`src/rtl/iob_wbuf.sv`:
```
// Posted-write buffer for the data-side IOb bus: zero-latency write accept, in-order drain,
// reads held until the buffer is empty. Define IOB_WBUF_MERGE_EN to merge writes into the tail entry.
module iob_wbuf #(
    parameter int ADDR_W     = 32,
    parameter int DATA_W     = 32,
    parameter int DEPTH_LOG2 = 2
) (
    input  logic                    clk_i,
    input  logic                    cke_i,
    input  logic                    rst_n_i,
    input  logic                    u_avalid_i,
    input  logic [ADDR_W-1:0]       u_addr_i,
    input  logic [DATA_W-1:0]       u_wdata_i,
    input  logic [DATA_W/8-1:0]     u_wstrb_i,
    output logic [DATA_W-1:0]       u_rdata_o,
    output logic                    u_rvalid_o,
    output logic                    u_ready_o,
    output logic                    d_avalid_o,
    output logic [ADDR_W-1:0]       d_addr_o,
    output logic [DATA_W-1:0]       d_wdata_o,
    output logic [DATA_W/8-1:0]     d_wstrb_o,
    input  logic [DATA_W-1:0]       d_rdata_i,
    input  logic                    d_rvalid_i,
    input  logic                    d_ready_i,
    output logic                    empty_o,
    output logic [DEPTH_LOG2:0]     level_o
);

    localparam int STRB_W = DATA_W / 8;
    localparam int DEPTH  = 1 << DEPTH_LOG2;
    localparam logic [DEPTH_LOG2:0] FULL_CNT = (DEPTH_LOG2 + 1)'(DEPTH);
    localparam logic [DEPTH_LOG2:0] ONE_CNT  = (DEPTH_LOG2 + 1)'(1);

    typedef enum logic [1:0] {
        IDLE,
        DRAIN,
        RD_WAIT
    } state_t;

    state_t                  state_q, state_d;
    logic [DEPTH_LOG2-1:0]   rd_ptr_q, wr_ptr_q;
    logic [DEPTH_LOG2:0]     count_q;

    logic [ADDR_W-1:0]       mem_addr [DEPTH];
    logic [DATA_W-1:0]       mem_data [DEPTH];
    logic [STRB_W-1:0]       mem_strb [DEPTH];

    logic                    is_write;
    logic                    full;
    logic                    merge_hit;
    logic                    accept;
    logic                    push;
    logic                    pop;
    logic                    merge;

    logic                    u_ready_c, u_rvalid_c, d_avalid_c;
    logic [DATA_W-1:0]       u_rdata_c, d_wdata_c;
    logic [ADDR_W-1:0]       d_addr_c;
    logic [STRB_W-1:0]       d_wstrb_c;

    assign is_write = |u_wstrb_i;
    assign full     = (count_q == FULL_CNT);

`ifdef IOB_WBUF_MERGE_EN
    logic [DEPTH_LOG2-1:0]   tail_ptr;
    logic [DATA_W-1:0]       merged_data;

    assign tail_ptr = wr_ptr_q - DEPTH_LOG2'(1);

    // The tail may only be merged while it is not also the head being presented downstream.
    assign merge_hit = (state_q == DRAIN) && is_write
                       && (count_q >= (DEPTH_LOG2 + 1)'(2))
                       && (mem_addr[tail_ptr] == u_addr_i);

    always_comb begin
        merged_data = mem_data[tail_ptr];
        for (int i = 0; i < STRB_W; i++) begin
            if (u_wstrb_i[i]) merged_data[i*8 +: 8] = u_wdata_i[i*8 +: 8];
        end
    end
`else
    assign merge_hit = 1'b0;
`endif

    // NOTE: every signal driven here gets a default first, so no path can infer a latch.
    always_comb begin
        state_d    = state_q;
        u_ready_c  = 1'b0;
        u_rvalid_c = 1'b0;
        u_rdata_c  = '0;
        d_avalid_c = 1'b0;
        d_addr_c   = '0;
        d_wdata_c  = '0;
        d_wstrb_c  = '0;
        pop        = 1'b0;

        case (state_q)
            IDLE: begin
                // Reads go straight through so an empty buffer adds no read latency.
                u_ready_c  = is_write ? 1'b1 : d_ready_i;
                d_avalid_c = u_avalid_i && !is_write;
                d_addr_c   = u_addr_i;
                d_wdata_c  = u_wdata_i;
                if (u_avalid_i && u_ready_c) state_d = is_write ? DRAIN : RD_WAIT;
            end
            DRAIN: begin
                u_ready_c  = is_write && (merge_hit || !full);
                d_avalid_c = 1'b1;
                d_addr_c   = mem_addr[rd_ptr_q];
                d_wdata_c  = mem_data[rd_ptr_q];
                d_wstrb_c  = mem_strb[rd_ptr_q];
                pop        = d_ready_i;
            end
            RD_WAIT: begin
                u_rdata_c  = d_rdata_i;
                u_rvalid_c = d_rvalid_i;
                if (d_rvalid_i) state_d = IDLE;
            end
            default: state_d = IDLE;
        endcase

        accept = u_avalid_i && u_ready_c;
        push   = accept && is_write && !merge_hit;
        merge  = accept && merge_hit;

        if (state_q == DRAIN && pop && count_q == ONE_CNT && !push) state_d = IDLE;
    end

    // Handshake outputs also drop with cke_i so neither side sees a transfer that is not recorded.
    assign u_ready_o  = rst_n_i && cke_i && u_ready_c;
    assign d_avalid_o = rst_n_i && cke_i && d_avalid_c;
    assign u_rvalid_o = rst_n_i && u_rvalid_c;
    assign u_rdata_o  = rst_n_i ? u_rdata_c : '0;
    assign d_addr_o   = rst_n_i ? d_addr_c  : '0;
    assign d_wdata_o  = rst_n_i ? d_wdata_c : '0;
    assign d_wstrb_o  = rst_n_i ? d_wstrb_c : '0;
    assign empty_o    = rst_n_i && (state_q == IDLE);
    assign level_o    = rst_n_i ? count_q : '0;

    always_ff @(posedge clk_i) begin
        if (!rst_n_i) begin
            state_q  <= IDLE;
            rd_ptr_q <= '0;
            wr_ptr_q <= '0;
            count_q  <= '0;
        end else if (cke_i) begin
            state_q <= state_d;
            if (push) wr_ptr_q <= wr_ptr_q + DEPTH_LOG2'(1);
            if (pop)  rd_ptr_q <= rd_ptr_q + DEPTH_LOG2'(1);
            count_q <= count_q + (DEPTH_LOG2 + 1)'(push) - (DEPTH_LOG2 + 1)'(pop);
        end
    end

    // NOTE: entry storage has no reset; count_q and state_q decide whether any entry is observed.
    always_ff @(posedge clk_i) begin
        if (rst_n_i && cke_i) begin
            if (push) begin
                mem_addr[wr_ptr_q] <= u_addr_i;
                mem_data[wr_ptr_q] <= u_wdata_i;
                mem_strb[wr_ptr_q] <= u_wstrb_i;
            end
`ifdef IOB_WBUF_MERGE_EN
            if (merge) begin
                mem_data[tail_ptr] <= merged_data;
                mem_strb[tail_ptr] <= mem_strb[tail_ptr] | u_wstrb_i;
            end
`else
            if (merge) mem_strb[wr_ptr_q] <= u_wstrb_i;
`endif
        end
    end

endmodule

```
`config.mk`:
```
export PLATFORM = sky130hd
export DESIGN_NAME = iob_wbuf
export DESIGN_NICKNAME = d
export VERILOG_FILES = /design/src/rtl/iob_wbuf.sv
export SDC_FILE = /design/constraint.sdc
export NUM_CORES = 1
export LEC_CHECK = 0
export BUFFER_PORTS_ARGS = -buffer_cell sky130_fd_sc_hd__buf_4
export CAP_MARGIN = 5
export CORE_ASPECT_RATIO = 0.75
export CORE_MARGIN = 5
export CORE_UTILIZATION = 56
export DETAILED_ROUTE_END_ITERATION = 8
export PLACE_DENSITY = 0.8
export SLEW_MARGIN = 10
export SYNTH_ARGS = -nofsm -noshare
export SYNTH_HDL_FRONTEND = slang
export SYNTH_SLANG_ARGS = --single-unit
```
`constraint.sdc`:
```
create_clock -name clk_i -period 3.54 [get_ports clk_i]
set_input_delay 0.354 -clock clk_i [delete_from_list [all_inputs] [get_ports clk_i]]
set_output_delay 0.354 -clock clk_i [all_outputs]
set_load 0.02 [all_outputs]
```
==> impl_metrics.toml, run 1 <==
[status]
status = "finished, final reports clean"

[worst_setup_path]
cp_cell_sequence = "buf_4 > mux4_2 > mux2i_1 > nor2_1 > buf_4"
ff2ff_path_depth = 5
crit_required_ns = 3.19
critPathMaxFanout = 31
crit_type = "reg -> out"
end_kind = "output port"
start_kind = "flip-flop"
cp_slowest_cell = "dfxtp_4"
rr_startpoint = "count_q[1]$_SDFFE_PN0P_"
crit_path_max_incr_delay_ns = 0.78
cp.arrival_ns = 2.68
crit_top_cell = "buf_4"

[detailed_routing]
route.detailed.drc = 0
drt_iter0_drc = 610
routedWlPerCell_microns = 21.8
vias = 6430
drt-total-wl_microns = 24900
ant_nets = 0
vias_per_cell = 5.63
dr.pass1.iters = 5

[logic_synthesis]
avgSynthCellArea_sq_um = 18.7
ys_seq_elements = 283
post_synth_inst_count = 625
synth_top_area_cell = "edfxtp_1"
syn-num-nets = 738
synth_area_sq_um = 11700
yosysSeqAreaShare = 0.716
synth_top_cells_by_area = "edfxtp_1 (70%), mux4_2 (13%), mux2i_1 (5.9%)"
synth.distinct_cells = 32
synth_top_area_frac = 0.697
yosysWarnings = 0

[timing]
setup_violations = 0
report.final.hold_viol_count = 0
skew_ns = 0.0109
tightest_slew_ns = 0.825
period_minus_slack_ns = 3.03
maxSlewHeadroom = 0.450
rsz0062_at_grt = "no"
slew_violations = 0
period_share = 0.857
max_freq_mhz = 330
setup-tns-final_ns = 0

[final_layout]
nNetsFinal = 955
syn_to_final_growth_pct = 23.5
final_common_cell = "edfxtp_1"
fin_util = 0.708
final_cell_mix = "edfxtp_1 (272), buf_4 (219), nor2_1 (80)"
layout-drive-gt1-share = 0.394
antennaDiodeCount = 0

[die]
die_x_microns = 177
coreArea_sq_um = 20400
io_pins = 213
initial_core_util = 0.573
die_y_microns = 135
rows = 45
die_area_sq_um = 24000

[clock_network]
post_cts_buffers = 0
cts_buffers = 27
cts_max_path_buffers = 3
cts_tree = "yes"
ctsResizeCount = 0
ctsHoldBuffers = 0
h-tree-depth = 1
clkSinkCount = 283
cts_root_buf = "clkbuf_16"
worstSkewPairLatency_ns = 0.52
clk_pin_slew_ns = 0.07

[grt]
grt_usage = 0.208
antenna_found_initial = 0
grt-ovfl-total = 0
grt_max_degree = 55
grt_pass1_wl_microns = 38800
first_global_vias = 6881

[power]
swShare = 0.213
finalPower_mw = 7.06
internal_power_mw = 5.56
p_sw_mw = 1.50
peakVddDrop_uv = 540
p_seq_frac = 0.530
pwr-share-clk = 0.380
p_leak_nw = 5.09
cellPowerDensity_nw_per_um2 = 488
pwr-share-comb = 0.090

[worst_hold_path]
min-delay-start = "u_addr_i[0]"
hold_class = "in -> reg"
whs_path_depth = 1

[job]
drv_cap = 0

[placed_design]
portBuffers = 212
hpwl_microns = 15900
gp_congestion = 0.789
-- registers in the layout, summed over array words and instances (netlist names), named ones only --
name	count
rd_ptr_q	2
wr_ptr_q	2
mem_strb	16
state_q	2
count_q	3
mem_data	128
mem_addr	128
-- critical path, delay by kind of cell (launching register included) --
family / cells / cell delay (ns)
flops: 1 / 0.78
mux: 2 / 0.75
simple gates: 1 / 0.07
buf+inv: 2 / 0.55
-- path summary, 6_finish.rpt --
path,endpoint,slack [ns]
min reg2reg,flip-flop,0.54
min,mem_addr[0][0]$_DFFE_PP_,0.04
max,d_wdata_o[11],0.51
max reg2reg,mem_data[0][1]$_DFFE_PP_,1.15
-- power by group through the flow --
stage,sequential [mW],clock (mW),combinational (mW)
2_1_floorplan,3.81,0,0.348
3_3_place_gp,3.81,0,0.621
3_5_place_dp,3.82,0,0.638
4_1_cts,3.74,2.73,0.642
5_1_grt,3.75,2.88,0.683
6_report,3.74,2.68,0.635
-- synthesized netlist by cell type (all sizes together) --
| cell | n |
|---|---|
| clkbuf | 15 |
| or4 | 1 |
| nor3 | 1 |
| and2 | 39 |
| xor2 | 2 |
| mux4 | 68 |
| nor2b | 2 |
| nand2 | 8 |
| nor3b | 2 |
| nor4 | 1 |
| o21a | 1 |
| o21ai | 1 |
| nand3 | 1 |
| a21oi | 3 |
| o2111ai | 1 |
| and4b | 1 |
| nand2b | 2 |
| nand4bb | 1 |
| inv | 6 |
| nor2 | 80 |
| fa | 1 |
| xnor2 | 3 |
| dfxtp | 11 |
| buf | 22 |
| edfxtp | 272 |
| nand4 | 1 |
| and3 | 4 |
| ha | 6 |
| mux2i | 69 |
-- layout make-up --
class                      instances  area (sq um)
fill                            1322          5970
clock inverter                     8          68.8
multi-input combinational        299          3110
timing repair buffer             225          1760
clock buffer                      40           754
tap                              282           353
sequential                       283          8400
inverter                           6          22.5
-- per-stage QoR --
step           cell area (sq um)  instances  hold slack, ns  worst slack [ns]
2_1_floorplan              11700        625           0.453             0.554
4_1_cts                    14500       1143          0.0222             0.416
3_5_place_dp               13600       1095           0.527             0.969
6_report                   14500       1143          0.0409             0.505
5_1_grt                    14500       1143          0.0175             0.232
3_3_place_gp               13600       1095           0.497             0.999
-- layer usage --
layer | vias up | share of wire | GRT usage
met5 | - | 0 | 0
met4 | 0 | 0.013 | 0.0399
met3 | 31 | 0.080 | 0.0516
met2 | 244 | 0.50 | 0.340
met1 | 3278 | 0.41 | 0.291
li1 | 2877 | - | -
-- cells by family (layout without fill, tap and decap cells) --
group	count (synthesis)	in the layout	share of synthesized area
AO/OA/AOI/OAI	6	6	0.00310
multiplexers	137	137	0.190
flip-flops	283	283	0.716
adder cells (fa/ha/maj)	7	7	0.00811
buffers and inverters	43	279	0.0204
AND/OR/NAND/NOR	144	144	0.0593
XOR/XNOR	5	5	0.00374
No activity file was read; power rests on OpenSTA's default activity.
==> run 2: changes to the inputs <==
--- a/config.mk
+++ b/config.mk
@@ -11,7 +11,7 @@
 export CORE_MARGIN = 5
 export CORE_UTILIZATION = 56
 export DETAILED_ROUTE_END_ITERATION = 8
-export PLACE_DENSITY = 0.8
+export PLACE_DENSITY = 0.85
 export SLEW_MARGIN = 10
 export SYNTH_ARGS = -nofsm -noshare
 export SYNTH_HDL_FRONTEND = slang
==> impl_metrics.toml, run 2 (synthesized netlist as in run 1, its figures left out) <==
[worst_setup_path]
crit_required_ns = 3.19
start_kind = "flip-flop"
crit_type = "reg -> out"
crit_top_cell = "buf_4"
crit_family = "flip-flops"
crit_path_max_incr_delay_ns = 0.81
critPathBufInv = 2
cp_cell_sequence = "buf_4 > mux4_2 > mux2i_1 > nor2_1 > buf_4"
critPathMaxFanout = 32
end_kind = "output port"
cp_slowest_cell = "dfxtp_4"
cp.arrival_ns = 2.69

[grt]
first_global_vias = 6889
grt_max_degree = 69
grt_usage = 0.210
grt-ovfl-total = 0
antenna_found_initial = 1
grt_pass1_wl_microns = 39100

[detailed_routing]
m1WireLength_microns = 10300
drt-total-wl_microns = 25000
dr.pass1.iters = 5
drt_iter0_drc = 434
vias_per_cell = 5.63
dr.max_layer_used = "met5"
dr_wl_met2_microns = 12500
wl_met3_microns = 1730
routedWlPerCell_microns = 22.0
route.detailed.drc = 0
vias = 6401
ant_nets = 0

[worst_hold_path]
hold_class = "in -> reg"

[clock_network]
h-tree-depth = 1
cts_buffers = 26
worstSkewPairLatency_ns = 0.52
clk_pin_slew_ns = 0.06
ctsHoldBuffers = 0
cts_tree = "yes"
cts_max_path_buffers = 3
ctsResizeCount = 0
post_cts_buffers = 0
cts_root_buf = "clkbuf_16"
clkSinkCount = 283

[timing]
maxSlewHeadroom = 0.309
max_freq_mhz = 328
rsz0062_at_grt = "no"
slew_violations = 0
period_minus_slack_ns = 3.05
setup-tns-final_ns = 0
report.final.hold_viol_count = 0
skew_ns = 0.0132
period_share = 0.860
setup_violations = 0
tightest_slew_ns = 1.04

[die]
die_area_sq_um = 24000
io_pins = 213
die_y_microns = 135
rows = 45
coreArea_sq_um = 20400
initial_core_util = 0.573
die_x_microns = 177

[job]
drv_cap = 0

[power]
peakVddDrop_uv = 431
cellPowerDensity_nw_per_um2 = 487
p_leak_nw = 5.06
finalPower_mw = 7.04

[final_layout]
fin_util = 0.707
final_cell_mix = "edfxtp_1 (272), buf_4 (216), nor2_1 (80)"
nNetsFinal = 951
antennaDiodeCount = 0
layout-drive-gt1-share = 0.391
reg_top3 = "mem_addr (128), mem_data (128), mem_strb (16)"
final_common_cell = "edfxtp_1"
syn_to_final_growth_pct = 23.2

[placed_design]
portBuffers = 212
gp_congestion = 0.788
hpwl_microns = 15900

[status]
status = "finished, final reports clean"
-- run 2: final cells by class --
| cell class | instances | area [sq um] |
|---|---|---|
| well taps | 282 | 353 |
| flip-flops and latches | 283 | 8400 |
| multi-input cells | 299 | 3120 |
| fillers | 1321 | 6000 |
| repair buffers | 222 | 1740 |
| inverters | 6 | 22.5 |
| clock inverters | 14 | 120 |
| clock buffers | 31 | 691 |
-- run 2: path summary, 6_finish.rpt --
kind,startpoint,to,slack [ns],depth (start not counted)
max,flip-flop,d_addr_o[30],0.49,5
max reg2reg,state_q[0]$_SDFFE_PN0P_,count_q[2]$_SDFFE_PN0P_,0.98,10
min reg2reg,rd_ptr_q[1]$_SDFFE_PN0P_,rd_ptr_q[1]$_SDFFE_PN0P_,0.54,2
min,u_wdata_i[31],mem_data[1][31]$_DFFE_PP_,0.04,1
-- run 2: routing by layer --
| metal | track usage | vias to the layer above |
|---|---|---|
| li1 | - | 2867 |
| met1 | 0.298 | 3273 |
| met2 | 0.343 | 221 |
| met3 | 0.0458 | 38 |
| met4 | 0.0430 | 2 |
| met5 | 0 | - |
-- run 2: power breakdown --
part	switching (mW)	internal [mW]	total (mW)
combinational	0.321	0.295	0.616
clock	1.13	1.53	2.66
sequential	0.0464	3.72	3.76
total	1.50	5.54	7.04
-- run 2: per-stage QoR --
stage,hold slack [ns],setup WS (ns),area [sq um],std cells
floorplan,0.453,0.554,11700,625
global placement,0.496,1.06,13600,1092
detailed placement,0.522,0.967,13600,1092
CTS,0.0217,0.399,14400,1137
global route,0.0200,0.286,14400,1137
finish,0.0444,0.494,14400,1137
==> run 3: changes to the inputs <==
--- a/config.mk
+++ b/config.mk
@@ -8,11 +8,11 @@
 export BUFFER_PORTS_ARGS = -buffer_cell sky130_fd_sc_hd__buf_4
 export CAP_MARGIN = 5
 export CORE_ASPECT_RATIO = 0.75
-export CORE_MARGIN = 5
-export CORE_UTILIZATION = 56
+export CORE_UTILIZATION = 60
 export DETAILED_ROUTE_END_ITERATION = 8
-export PLACE_DENSITY = 0.85
+export PLACE_DENSITY = 0.9
 export SLEW_MARGIN = 10
 export SYNTH_ARGS = -nofsm -noshare
 export SYNTH_HDL_FRONTEND = slang
 export SYNTH_SLANG_ARGS = --single-unit
+export TNS_END_PERCENT = 10
==> constraint.sdc (replaced) <==
create_clock -name clk_i -period 3.8 [get_ports clk_i]
set_input_delay 0.38 -clock clk_i [delete_from_list [all_inputs] [get_ports clk_i]]
set_output_delay 0.38 -clock clk_i [all_outputs]
set_load 0.02 [all_outputs]
==> impl_metrics.toml, run 3 (synthesized netlist as in run 1, its figures left out) <==
[die]
die_x_microns = 163
io_pins = 213
initial_core_util = 0.624
rows = 43
die_area_sq_um = 20100
die_y_microns = 123
coreArea_sq_um = 18800

[power]
p_leak_nw = 5.07
pwr-share-clk = 0.397
swShare = 0.214
p_sw_mw = 1.44
internal_power_mw = 5.32
pwr-share-comb = 0.087
cellPowerDensity_nw_per_um2 = 470
peakVddDrop_uv = 287
finalPower_mw = 6.76
p_seq_frac = 0.516

[detailed_routing]
drt-total-wl_microns = 25200
route.detailed.drc = 0
vias = 6616
routedWlPerCell_microns = 22.9
dr.pass1.iters = 5
dr.max_layer_used = "met4"
ant_nets = 0
m1WireLength_microns = 9760
dr_wl_met2_microns = 13300
vias_per_cell = 6.00
drt_iter0_drc = 407
wl_met3_microns = 1830

[grt]
antenna_found_initial = 0
grt_pass1_wl_microns = 38100
grt_usage = 0.257
first_global_vias = 6864
grt_max_degree = 69
grt-ovfl-total = 0

[timing]
slew_violations = 0
period_share = 0.828
tightest_slew_ns = 1.06
report.final.hold_viol_count = 0
setup_violations = 0
max_freq_mhz = 318
period_minus_slack_ns = 3.15
maxSlewHeadroom = 0.293
skew_ns = 0.00999
setup-tns-final_ns = 0
rsz0062_at_grt = "no"

[final_layout]
layout-drive-gt1-share = 0.397
nNetsFinal = 947
nFillCells = 1030
seq_area_sq_um = 8400
syn_to_final_growth_pct = 22.9
reg_top3 = "mem_addr (128), mem_data (128), mem_strb (16)"
final_common_cell = "edfxtp_1"
final_cell_mix = "edfxtp_1 (272), buf_4 (216), nor2_1 (80)"
multi_input_area_sq_um = 3110

[worst_hold_path]
hold_class = "in -> reg"
min_to = "mem_data[0][20]$_DFFE_PP_"
min-delay-start = "u_wdata_i[20]"
whs_path_depth = 1

[worst_setup_path]
rr_startpoint = "count_q[1]$_SDFFE_PN0P_"
r2r_setup_slack_ns = 1.28
cp.arrival_ns = 2.77
ff2ff_path_depth = 4
critPathMaxFanout = 38
r2r-end = "mem_data[2][4]$_DFFE_PP_"
end_kind = "output port"
crit_required_ns = 3.42
start_kind = "flip-flop"
crit_type = "reg -> out"

[job]
drv_cap = 0

[clock_network]
h-tree-depth = 1
clkSinkCount = 283
ctsResizeCount = 0
cts_tree = "yes"
cts_max_path_buffers = 3
worstSkewPairLatency_ns = 0.52
ctsHoldBuffers = 0
post_cts_buffers = 0
clk_pin_slew_ns = 0.06
cts_root_buf = "clkbuf_16"
cts_buffers = 26

[placed_design]
gp_congestion = 0.791
portBuffers = 212
hpwl_microns = 15500

[status]
status = "finished, final reports clean"
run 3: cell count changes in the layout (fill, tap and decap cells not counted), sizes merged, moves of 2 or more:
cell      delta
clkinv       -3
clkbuf       +4
buf          -4
clkinvlp     +2
run 3: worst max-delay path: stages (launching register included):
cell and delay [ns]:
dfxtp_4 0.77, buf_12 0.39, mux4_2 0.57, mux2i_1 0.21
nor2_1 0.08, buf_4 0.18
run 3: per-layer routing:
| layer | GRT usage | vias to the layer above |
|---|---|---|
| li1 | - | 2868 |
| met1 | 0.340 | 3378 |
| met2 | 0.456 | 332 |
| met3 | 0.0433 | 38 |
| met4 | 0.0526 | 0 |
| met5 | 0 | - |
run 3: worst max path at each step:
stage	from	endpoint	slack (ns)	depth (start not counted)
after global routing	flip-flop	d_addr_o[22]	0.45	5
after global placement	flip-flop	d_wdata_o[10]	1.20	5
final	flip-flop	d_wdata_o[10]	0.65	5
after detailed placement	flip-flop	d_wdata_o[10]	1.17	5
after CTS	flip-flop	d_wdata_o[10]	0.57	5
after floorplan	state_q[1]$_SDFFE_PN0P_	mem_addr[0][0]$_DFFE_PP_	0.81	5
run 3: final cells by class:
type                            instances  share of cell area
Inverter                                6             0.00156
Clock buffer                           35              0.0518
Multi-Input combinational cell        299               0.216
Antenna cell                            1            0.000174
Timing Repair Buffer                  218               0.115
Clock inverter                         13              0.0106
Tap cell                              247              0.0215
Sequential cell                       283               0.583
run 3: per-stage QoR:
stage          worst slack (ns)  utilization  hold slack (ns)  area [sq um]  cells
6_report                  0.653        0.767           0.0667         14400   1102
5_1_grt                   0.448        0.767           0.0526         14400   1101
4_1_cts                   0.573        0.767           0.0485         14400   1101
3_5_place_dp               1.17        0.719            0.541         13500   1053
3_3_place_gp               1.20        0.719            0.503         13500   1053
2_1_floorplan             0.814            -            0.479         11700    625
run 3: power groups by stage:
stage	clock network, mW	registers (mW)	logic [mW]
2_1_floorplan	0	3.54	0.324
3_3_place_gp	0	3.55	0.567
3_5_place_dp	0	3.56	0.589
4_1_cts	2.72	3.49	0.593
5_1_grt	2.82	3.49	0.630
6_report	2.69	3.49	0.590
